$ cat src/rtl/serial_adder_ctrl.sv
// Bit-serial adder controller: one full-adder cell is reused for every bit
// of a WIDTH-bit addition, LSB first, with the carry held in a register
// between bits. The result appears WIDTH+1 cycles after an accepted start.
//
// Handshake: start is sampled only while the FSM is in IDLE or DONE; a, b and
// cin are captured in that same cycle and need not be held afterwards. busy
// is high for the WIDTH cycles of RUN and start is ignored then. done is a
// one-cycle strobe, and sum/cout are already valid when it rises. sum/cout
// hold their value until the next completion or reset.

// Gate-level one-bit full-adder cell.
module fa_cell (
    input  logic x,
    input  logic y,
    input  logic ci,
    output logic s,
    output logic co
);
    assign s  = x ^ y ^ ci;
    assign co = (x & y) | (ci & (x ^ y));
endmodule

module serial_adder_ctrl #(
    parameter int WIDTH = 8
) (
    input  logic             clk,
    input  logic             rst_n,
    input  logic             start,
    input  logic [WIDTH-1:0] a,
    input  logic [WIDTH-1:0] b,
    input  logic             cin,
    output logic             busy,
    output logic             done,
    output logic [WIDTH-1:0] sum,
    output logic             cout,
    output logic [1:0]       state_dbg
);
    localparam int CW = $clog2(WIDTH) + 1;

    typedef enum logic [1:0] {
        IDLE = 2'd0,
        RUN  = 2'd1,
        DONE = 2'd2
    } state_t;

    state_t           state;
    state_t           state_nxt;
    logic [WIDTH-1:0] shift_a;
    logic [WIDTH-1:0] shift_b;
    logic [WIDTH-1:0] acc;
    logic             carry;
    logic [CW-1:0]    cnt;
    logic             fa_s;
    logic             fa_co;
    logic             accept;
    logic             last_bit;

    // Shared one-bit datapath: current LSBs plus the fed-back carry.
    fa_cell u_fa (
        .x  (shift_a[0]),
        .y  (shift_b[0]),
        .ci (carry),
        .s  (fa_s),
        .co (fa_co)
    );

    assign accept    = start && ((state == IDLE) || (state == DONE));
    assign last_bit  = (cnt == CW'(WIDTH - 1));
    assign state_dbg = state;

    // State register.
    always_ff @(posedge clk or negedge rst_n) begin
        if (!rst_n) begin
            state <= IDLE;
        end else begin
            state <= state_nxt;
        end
    end

    // Next-state logic: DONE behaves like IDLE for a new start.
    always_comb begin
        state_nxt = state;
        unique case (state)
            IDLE:    if (start) state_nxt = RUN;
            RUN:     if (last_bit) state_nxt = DONE;
            DONE:    state_nxt = start ? RUN : IDLE;
            default: state_nxt = IDLE;
        endcase
    end

    // Status outputs decoded straight from the state.
    always_comb begin
        busy = 1'b0;
        done = 1'b0;
        unique case (state)
            RUN:     busy = 1'b1;
            DONE:    done = 1'b1;
            default: ;
        endcase
    end

    // Datapath: capture on accept, one bit per RUN edge, publish on the last bit.
    always_ff @(posedge clk or negedge rst_n) begin
        if (!rst_n) begin
            shift_a <= '0;
            shift_b <= '0;
            acc     <= '0;
            carry   <= 1'b0;
            cnt     <= '0;
            sum     <= '0;
            cout    <= 1'b0;
        end else if (accept) begin
            shift_a <= a;
            shift_b <= b;
            carry   <= cin;
            cnt     <= '0;
            acc     <= '0;
        end else if (state == RUN) begin
            shift_a <= {1'b0, shift_a[WIDTH-1:1]};
            shift_b <= {1'b0, shift_b[WIDTH-1:1]};
            acc     <= {fa_s, acc[WIDTH-1:1]};
            carry   <= fa_co;
            cnt     <= cnt + CW'(1);
            if (last_bit) begin
                sum  <= {fa_s, acc[WIDTH-1:1]};
                cout <= fa_co;
            end
        end
    end
endmodule

$ cat config.mk
export PLATFORM = sky130hd
export DESIGN_NAME = serial_adder_ctrl
export DESIGN_NICKNAME = d
export VERILOG_FILES = /design/src/rtl/serial_adder_ctrl.sv
export SDC_FILE = /design/constraint.sdc
export NUM_CORES = 1
export LEC_CHECK = 0
export CORE_ASPECT_RATIO = 1.75
export CORE_UTILIZATION = 52
export CTS_BUF_LIST = sky130_fd_sc_hd__clkbuf_8
export CTS_CLUSTER_SIZE = 28
export DETAILED_ROUTE_END_ITERATION = 8
export PLACE_DENSITY = 0.8
export SLEW_MARGIN = 15
export SYNTH_ARGS = -nofsm -noshare
export SYNTH_HDL_FRONTEND = slang
export SYNTH_SLANG_ARGS = --single-unit
$ cat constraint.sdc
create_clock -name clk -period 1.75 [get_ports clk]
set_clock_uncertainty 0.05 [all_clocks]
set_input_delay 0.525 -clock clk [delete_from_list [all_inputs] [get_ports clk]]
set_output_delay 0.525 -clock clk [all_outputs]
set_load 0.05 [all_outputs]
After elaboration in Yosys (flattened, before gate mapping)
Cells that the tools add are included.
- bits in registers: 40
- input port bits: 20
- output and inout bits: 13
- logic and storage cells: 42
- add/subtract/negate cells: 1
- equal/unequal tests: 5
- mux-type cells: 16
- bitwise logic cells: 6
- reductions and logical operators: 6
- operators by type and width (cell ; number):
    $mux W8 ; 6
    $mux W4 ; 2
    $pmux W2 S3 ; 1
    $mux W1 ; 5
    $add A4 B1 Y4 const B ; 1
    $eq A4 B3 Y1 const B ; 1
    $mux W2 ; 2
    $ne A2 B2 Y1 const B ; 2
    $reduce_and A3 Y1 ; 1
    $and A1 B1 Y1 ; 2
    $eq A2 B1 Y1 const B ; 1
    $eq A2 B2 Y1 const B ; 1
    $logic_not A2 Y1 ; 1
    $reduce_and A2 Y1 ; 1
    $reduce_bool A2 Y1 ; 1
    $xor A1 B1 Y1 ; 2
    $logic_and A1 B1 Y1 ; 1
    $logic_or A1 B1 Y1 ; 1
    $not A1 Y1 ; 1
    $or A1 B1 Y1 ; 1

Longest topological paths before layout
Gate-level depths: netlist (run 1).
- depth after elaboration: 5
- depth in mapped cells: 6
- mapped depth without buffers: 4

Cells and area by module
From an unflattened synthesis (run 1), not the netlist that was laid out.
- cells, all modules: 141
- area total of the unflattened synthesis: 1606.5 um^2
- modules (own cells, without submodules) (module ; times used ; cells each ; area an instance (um^2) ; seq. area each (um^2)):
    serial_adder_ctrl ; 1 ; 140 ; 1586.5 ; 975.9
    fa_cell ; 1 ; 1 ; 20.0 ; 0.0

Least setup slack after synthesis (run 1)
No wires, ideal clock.
- kind: flip-flop to output port
- from: register state[1], in the netlist state_dbg[1]
- to: output busy
- data arrival time: 1.391 ns
- setup slack: -0.216 ns
- stages on the path, launching flop included: 5
- buffers on the path: 2
- path through: dfrtp_1 nand2b_1 buf_6 inv_2 buf_2
- cells in the longest elaborated chain, start to end: 2
- ends and longest elaborated chain (item ; RTL line ; source):
    from (decl) ; 46 ; state_t state;
    from (signal assigned) ; 76 ; state <= state_nxt;
    $eq A2 B1 Y1 ; 95 ; unique case (state)
    $mux W1 ; 95 ;
    to (decl) ; 32 ; output logic busy,
Every way passes these cells.

Worst setup path in the final report (run 1)
- from: register state[0], in the netlist state_dbg[0]
- to: output done
- cells in the longest elaborated chain, start to end: 2
- ends and longest elaborated chain (item ; RTL line ; source):
    $eq A2 B2 Y1 ; 95 ;
    $mux W1 ; 95 ;
    to (decl) ; 33 ; output logic done,
Every way passes these cells.

==> flow_summary.toml, run 1 <==
[clock_tree]
clk_path_buf_depth = 2
cts.htree.levels = 2
cts-buffers-inserted = 5
clockRootBuffer = "clkbuf_8"
cts_tree = "built"
cts_num_sinks = 39
cts-hold-fix-buffers = 0
cts_setup_buffers = 0
path_clk_slew_ps = 80
clock_latency_ps = 290

[timing]
relSlewSlack_pct = 68.74
finalSetupViolCount = 0
slew_violations = 0
timing.fmax_ghz = 0.5831
finalHoldViolCount = 0
period_share_pct = 97.99
finalCriticalPeriod_ps = 1715
worst_hold_slack_ps = 135.6
rsz0062_at_grt = "yes"
worst_pin_slew_ps = 468.9

[grt]
grt_pass1_vias = 1175
grt_max_degree = 21
grt_pass1_wl_mm = 5.568
overflow = 0
antenna_found_initial = 0
grt_usage_pct = 23.51

[worst_setup_path]
worst_setup_path_end_kind = "output port"
required_ps = 1170
critPathCapture = "done"
cpMaxStageDelayCell = "dfrtp_2"
path_delay_family = "flip-flops"
crit_chain = "and2b_2 -> buf_12"
path_class = "reg2out"
reg2reg_depth = 5
reg2reg_slack_ps = 230
critPathMaxFanout = 6
start_kind = "register"
critical_path_depth = 2
timing.rr.end = "sum[2]"
startpoint = "state_dbg[0]"
cpPeakStageDelay_ps = 470
path_buf_inv = 1
reg2reg_from = "cnt[0]"
crit_arrival_ps = 1140

[logic_synthesis]
synth_top_family_by_area = "simple AND/OR/NAND/NOR gates"
synth_top_area_cell = "dfrtp_1"
netlist_top_cells_area = "dfrtp_1 (61%), mux2_2 (6.3%), nand2_1 (6.1%), a22o_1 (5.4%), a31oi_1 (3.5%)"
synth_adder_area_share_pct = 2.022
synthSimpleGateAreaFrac_pct = 14.77
avgSynthCellArea_um2 = 11.49
synth_top_area_share_pct = 60.65
synthMuxAreaShare_pct = 6.921
ys_seq_area_share_pct = 60.65
yosys_warnings = 0
synth_compound_area_share_pct = 12.29
syn-instance-count = 140
syn_nets = 162
synth_xor_area_share_pct = 0.5443
ys_types = 26
synth.ff_latch_count = 39
netlist_area_um2 = 1609

[placement]
dp_hpwl_mm = 2.556
dp_cells = 202
portBuffers = 32
routabilityCongestion = 0.7845

[power]
power.total_mw = 4.476
intPower_mw = 2.745
comb_power_share_pct = 46.8
switching_power_mw = 1.731
switching_share_pct = 38.67
clkPwrFrac_pct = 16.2
p_seq_share_pct = 36.9
leakagePower_nw = 1.029
powerDensity_nw_per_um2 = 1992
peakVddDrop_uv = 1285

[status]
status = "finished, violations left"
violations = "design-rule violations"

[drt]
vias_per_cell = 5.838
ant_nets = 0
drc_errors = 3
drt-initial-drc-count = 41
vias = 1226
first_pass_iters = 6
totalWireLength_mm = 3.545
wl_per_cell_um = 16.88

[layout]
final_common_cell = "dfrtp_1"
seqCellArea_um2 = 978.4
fillers = 192
final_cell_mix = "dfrtp_1 (37), nand2_1 (26), clkdlybuf4s50_1 (18)"
syn_to_final_growth_pct = 39.66
final_cells = 210
multi_input_comb_area_um2 = 596.8
drive_gt1_share_pct = 25.82
nNetsFinal = 203
antenna_cells = 0

[floorplan]
die_w_um = 44.05
initial_core_util_pct = 54.96
rows = 26
dieArea_um2 = 3330
die_y_um = 75.59
ios = 33
core-area_um2 = 2928

[job]
drv_cap = 0

[min_path]
hold_path_class = "in2async"
[power groups by stage]
| stage | logic (mW) | registers, mW | clock network [mW] |
|---|---|---|---|
| floorplan | 0.961 | 1.88 | 0 |
| global placement | 2.01 | 1.63 | 0 |
| detailed placement | 2.07 | 1.66 | 0 |
| CTS | 2.10 | 1.66 | 0.735 |
| global route | 2.25 | 1.69 | 0.769 |
| finish | 2.10 | 1.65 | 0.726 |
[sequential cells by signal, summed over array words and instances, names as in the netlist]
register,cells
carry,1
cout,1
state_dbg,2
shift_a,8
sum,8
shift_b,8
cnt,4
acc,7
[layer usage]
metal	GRT usage [%]	vias up	share of wire [%]
li1	-	573	-
met3	5.924	5	4.3
met1	28.46	613	41
met5	0	-	0
met2	39.87	35	53
met4	9.091	0	1.6
[how the worst min path moves through the flow]
stage | slack [ps] | startpoint | to
2_1_floorplan | 180 | rst_n | acc[1]
3_3_place_gp | 430 | rst_n | shift_b[5]
3_5_place_dp | 440 | acc[1] | acc[1]
4_1_cts | 140 | rst_n | shift_b[3]
5_1_grt | 160 | rst_n | shift_b[3]
6_report | 140 | rst_n | shift_b[4]
[Yosys cell counts (all sizes together)]
master,count
mux2,9
fa,1
nand2b,2
mux2i,1
a22oi,5
inv,1
a31oi,9
nor3,2
nor2,12
ha,1
xor2,1
nand2,26
nand3b,1
and2b,2
clkbuf,3
nand4,1
buf,5
o22ai,1
o21ai,2
dfrtp,39
nand3,6
a22o,10
[cell families after synthesis]
| family | count (synthesis) |
|---|---|
| buf+inv | 9 |
| mux | 10 |
| flops | 39 |
| fa+ha+maj | 2 |
| xor+xnor | 1 |
| simple gates | 52 |
| compound gates | 27 |
[metrics by stage]
stage	worst slack [ps]	TNS, ps	utilization (%)	area (um2)
after floorplan	25.38	0	-	1618
after global placement	11.86	0	72.61	2126
after detailed placement	-29.10	-53.70	72.61	2126
after CTS	13.22	0	76.62	2243
after global routing	-18.78	-18.78	76.75	2247
final	35.11	0	76.75	2247
[layout make-up]
class / count / area share, %
clock inverters: 3 / 1.837
repair buffers: 42 / 23.16
multi-input cells: 92 / 26.56
well taps: 28 / 1.559
inverters: 1 / 0.2784
flip-flops and latches: 39 / 43.54
clock buffers: 5 / 3.062
[repair_timing]
item	4_1_cts	5_1_grt
gates resized for setup	2	2
setup endpoints to repair	1	2
endpoints found under the hold margin	0	0
(Power assumes the default switching activity.)
==> run 2: changes to the inputs <==
--- a/config.mk
+++ b/config.mk
@@ -11,6 +11,7 @@
 export CTS_CLUSTER_SIZE = 28
 export DETAILED_ROUTE_END_ITERATION = 8
 export PLACE_DENSITY = 0.8
+export SETUP_SLACK_MARGIN = 0.4
 export SLEW_MARGIN = 15
 export SYNTH_ARGS = -nofsm -noshare
 export SYNTH_HDL_FRONTEND = slang
==> run 2 against run 1 <==
Against the previous run:
- the run still ends with design-rule violations left
- global-route usage grew 6.1 points
- power rose by 28%
- utilization rose by 15 points
- wire length up 44%
- via count is 14% higher
- worst hold slack worse by 15 ps
- die area did not move
- cell count is 9.5% higher
- combinational power increased by 46%
- maximum frequency is 1.0% lower
- critical path type unchanged
- critical endpoint unchanged
==> flow_summary.toml, run 2 (synthesis gave the netlist of run 1 again) <==
[drt]
drt-initial-drc-count = 97
first_pass_iters = 8
vias = 1403
totalWireLength_mm = 5.100
drc_errors = 2
wl_per_cell_um = 22.17
vias_per_cell = 6.100
ant_nets = 0

[layout]
reg_top3 = "shift_a (8), shift_b (8), sum (8)"
syn_to_final_growth_pct = 66.95
final_common_cell = "dfrtp_1"
post-route-util_pct = 91.75
nNetsFinal = 223
final_cell_mix = "dfrtp_1 (37), buf_4 (18), clkdlybuf4s50_1 (17)"
antenna_cells = 0
drive_gt1_share_pct = 47.52
design_area_um2 = 2686

[clock_tree]
cts_tree = "built"
clk_path_buf_depth = 2
clock_latency_ps = 310
clockRootBuffer = "clkbuf_8"
path_clk_slew_ps = 90
cts-buffers-inserted = 5
cts_num_sinks = 39
cts.htree.levels = 2

[timing]
setup_tns_ps = 0
finalSetupViolCount = 0
fin_ws_ps = 17.66
relSlewSlack_pct = 66.37
slew_violations = 0
finalHoldViolCount = 0
worst_pin_slew_ps = 504.5
timing.fmax_ghz = 0.5773
rsz0062_at_grt = "yes"
period_share_pct = 98.99
finalCriticalPeriod_ps = 1732

[placement]
dpl-instance-area_um2 = 2175
portBuffers = 32
post-place-ws_ps = -4.590
dp_hpwl_mm = 2.519
routabilityCongestion = 0.7606

[floorplan]
die_w_um = 44.05
initial_core_util_pct = 54.96
core-area_um2 = 2928
dieArea_um2 = 3330
die_y_um = 75.59
ios = 33
rows = 26

[worst_setup_path]
reg2reg_slack_ps = 180
path_class = "reg2out"
crit_arrival_ps = 1160
critPathMaxFanout = 3
required_ps = 1170
start_kind = "register"
worst_setup_path_end_kind = "output port"

[grt]
grt_max_degree = 23
grt_pass1_vias = 1409
grt_pass1_wl_mm = 6.803
antenna_found_initial = 0
grt_usage_pct = 29.62
overflow = 0

[power]
leakagePower_nw = 1.263
intPower_mw = 3.493
peakVddDrop_uv = 1534
powerDensity_nw_per_um2 = 2130
comb_power_share_pct = 53.7
switching_share_pct = 38.95
switching_power_mw = 2.228
clkPwrFrac_pct = 16.0
p_seq_share_pct = 30.3

[min_path]
hold_path_class = "in2async"

[status]
violations = "design-rule violations"
status = "finished, violations left"

[job]
drv_cap = 0
run 2: changes by cell type in the layout (fill, tap and decap cells not counted), sizes merged:
cell | before | now
bufinv | 1 | 2
dlygate4sd2 | 0 | 1
inv | 2 | 1
clkdlybuf4s50 | 18 | 17
buf | 24 | 44
run 2: metal layers:
layer | vias up | GRT usage (%) | part of all wire, %
met5 | - | 0 | 0
met4 | 0 | 17.51 | 2.7
met3 | 14 | 7.109 | 4.9
met2 | 64 | 52.45 | 54
met1 | 712 | 31.06 | 38
li1 | 613 | - | -
run 2: worst max-delay path, cell delays in order (launching register included):
cell     delay (ps)
dfrtp_2         450
and2b_2         270
buf_12          140
run 2: metrics by stage:
step                instances  hold WS (ps)  total power [mW]
floorplan                 140         179.4             2.974
global placement          203         433.7             3.738
detailed placement        203         439.0             3.824
CTS                       221         131.4             5.215
global route              230         152.8             5.936
finish                    230         120.6             5.722
run 2: what timing repair did:
action | in CTS | in global routing
gates resized for setup | 29 | 32
pin swaps | 3 | 24
cloned | 2 | 0
setup endpoints to repair | 48 | 49
buffers inserted | 8 | 9
hold buffers | 0 | 0
run 2: power by group through the flow:
stage	combinational (mW)	clock (mW)	sequential [mW]
after global routing	3.21	0.961	1.77
after floorplan	1.08	0	1.89
after detailed placement	2.15	0	1.67
final	3.07	0.915	1.73
after CTS	2.63	0.919	1.66
after global placement	2.09	0	1.65
run 2: area by class of cell:
type	count	area [um2]
clock buffers	5	68.82
clock inverters	3	67.56
fillers	88	241.5
inverters	1	11.26
multi-input cells	92	769.5
flip-flops and latches	39	978.4
well taps	28	35.03
repair buffers	62	755.7
run 2: worst paths after layout:
kind,cells past startpoint,from,endpoint
hold reg to reg,1,shift_b[7],shift_b[7]
setup / recovery,2,state_dbg[0],done
max in group asynchronous,2,rst_n,sum[3]
hold / removal,1,rst_n,shift_b[3]
min in group clk,1,shift_b[7],shift_b[7]
setup reg to reg,5,state_dbg[1],sum[0]
==> run 3: changes to the inputs <==
--- a/config.mk
+++ b/config.mk
@@ -6,11 +6,12 @@
 export NUM_CORES = 1
 export LEC_CHECK = 0
 export CORE_ASPECT_RATIO = 1.75
-export CORE_UTILIZATION = 52
+export CORE_UTILIZATION = 60
 export CTS_BUF_LIST = sky130_fd_sc_hd__clkbuf_8
 export CTS_CLUSTER_SIZE = 28
 export DETAILED_ROUTE_END_ITERATION = 8
-export PLACE_DENSITY = 0.8
+export DONT_BUFFER_PORTS = 1
+export PLACE_DENSITY = 0.75
 export SETUP_SLACK_MARGIN = 0.4
 export SLEW_MARGIN = 15
 export SYNTH_ARGS = -nofsm -noshare
==> run 3 against run 2 <==
Against the previous run:
- the run ends with negative hold slack left
- wire length decreased by 12%
- die area fell by 13%
- flip-flop and latch count is the same
- global-route usage fell by 1.1 points
- largest cell class unchanged
==> flow_summary.toml, run 3 (synthesis gave the netlist of run 1 again) <==
[power]
comb_power_share_pct = 47.6
switching_power_mw = 2.139
powerDensity_nw_per_um2 = 2248
leakagePower_nw = 1.001
intPower_mw = 2.882
p_seq_share_pct = 40.0
peakVddDrop_uv = 1312
clkPwrFrac_pct = 12.4
power.total_mw = 5.020
switching_share_pct = 42.60

[drt]
vias_per_cell = 6.649
vias = 1250
drt-initial-drc-count = 38
drc_errors = 0
first_pass_iters = 4
totalWireLength_mm = 4.476
wl_per_cell_um = 23.81
ant_nets = 0

[timing]
finalCriticalPeriod_ps = 1676
timing.fmax_ghz = 0.5966
slew_violations = 0
finalSetupViolCount = 0
setup_tns_ps = 0
worst_hold_slack_ps = -128.4
relSlewSlack_pct = 81.34
worst_pin_slew_ps = 279.9
finalHoldViolCount = 39
period_share_pct = 95.78
rsz0062_at_grt = "yes"

[floorplan]
die_w_um = 41.15
die_y_um = 70.51
dieArea_um2 = 2901
core-area_um2 = 2522
initial_core_util_pct = 63.79
rows = 24
ios = 33

[grt]
grtUsageMet2_pct = 47.22
grt_pass1_wl_mm = 5.568
grt_usage_pct = 28.55
grt_max_degree = 40
antenna_found_initial = 0
overflow = 0
use_met1_pct = 35.99
gr-usage-met3_pct = 6.349
top_usage_layer = "met2"
grt_pass1_vias = 1214

[clock_tree]
cts-buffers-inserted = 5
cts_tree = "built"
clock_latency_ps = 290
cts.htree.levels = 2
clockRootBuffer = "clkbuf_8"
cts_num_sinks = 39
path_clk_slew_ps = 80
clk_path_buf_depth = 2

[layout]
final_common_cell = "dfrtp_1"
nNetsFinal = 183
syn_to_final_growth_pct = 38.80
final_cell_mix = "dfrtp_1 (28), nand2_1 (14), dfrtp_2 (11)"
reg_top3 = "shift_a (8), shift_b (8), sum (8)"
seqCellArea_um2 = 989.7
antenna_cells = 0
drive_gt1_share_pct = 50.00
multi_input_comb_area_um2 = 784.5
fillers = 110

[worst_setup_path]
required_ps = 1170
critPathMaxFanout = 7
start_kind = "register"
worst_setup_path_end_kind = "output port"
reg2reg_slack_ps = 170
crit_arrival_ps = 1100
path_class = "reg2out"

[placement]
routabilityCongestion = 0.7294
dp_hpwl_mm = 2.009
portBuffers = 0

[min_path]
hold_path_class = "in2async"

[status]
violations = "negative hold slack"
status = "finished, violations left"

[job]
drv_cap = 0
run 3: cell types whose count changed in the layout (fill, tap and decap cells not counted), moves of 3 or more:
| cell | change |
|---|---|
| nand3_2 | -4 |
| nand2_2 | +4 |
| buf_12 | -9 |
| nand2_4 | -3 |
| buf_4 | -15 |
| dfrtp_1 | -9 |
| clkdlybuf4s50_1 | -17 |
| nand3_1 | +3 |
| dfrtp_2 | +9 |
run 3: cell type report:
type / instances / share of cell area, %
multi-input combinational: 93 / 35.13
timing repair inverter: 2 / 1.008
inverter: 1 / 0.7283
clock inverter: 2 / 0.3922
clock buffer: 6 / 3.697
tap: 26 / 1.457
sequential: 39 / 44.31
timing repair buffer: 19 / 13.28
run 3: critical path, stage by stage, from the launching register on:
cell,delay (ps)
dfrtp_2,450
buf_12,140
nand2b_4,130
inv_12,90
run 3: worst paths after layout:
| kind | start | end | cells after the start |
|---|---|---|---|
| setup / recovery | state_dbg[0] | busy | 3 |
| hold / removal | rst_n | acc[5] | 0 |
| setup reg to reg | state_dbg[0] | shift_b[6] | 8 |
| hold reg to reg | shift_a[7] | shift_a[7] | 1 |
| max in group asynchronous | rst_n | sum[4] | 0 |
| min in group clk | a[2] | shift_a[2] | 2 |
run 3: through the flow:
step / util, % / setup WS, ps / hold WS (ps) / cells / cell area [um2]
global route: 88.54 / 55.81 / -136.1 / 188 / 2233
floorplan: - / 94.33 / 179.4 / 140 / 1678
global placement: 67.26 / 267.8 / 180.3 / 165 / 1697
CTS: 81.60 / 86.78 / -125.4 / 186 / 2058
detailed placement: 67.26 / 187.7 / 180.4 / 165 / 1697
finish: 88.54 / 73.86 / -128.4 / 188 / 2233
run 3: power groups by stage:
stage / logic [mW] / registers (mW) / clock network [mW]
4_1_cts: 1.92 / 1.92 / 0.617
3_3_place_gp: 1.23 / 1.90 / 0
6_report: 2.39 / 2.01 / 0.620
3_5_place_dp: 1.27 / 1.92 / 0
5_1_grt: 2.53 / 2.05 / 0.648
2_1_floorplan: 1.08 / 1.89 / 0
run 3: metal layers:
layer  part of all wire, %  vias to the layer above
met3                   5.1                       18
li1                      -                      531
met5                     0                        -
met1                    34                      643
met4                   3.2                        0
met2                    57                       58
run 3: what timing repair did:
| action | in CTS | in global routing |
|---|---|---|
| setup buffers | 9 | 0 |
| resized for setup | 39 | 39 |
| pin swaps | 2 | 37 |
| endpoints found under the setup margin | 43 | 49 |
| hold endpoints to repair | 39 | 39 |
| cloned | 4 | 2 |
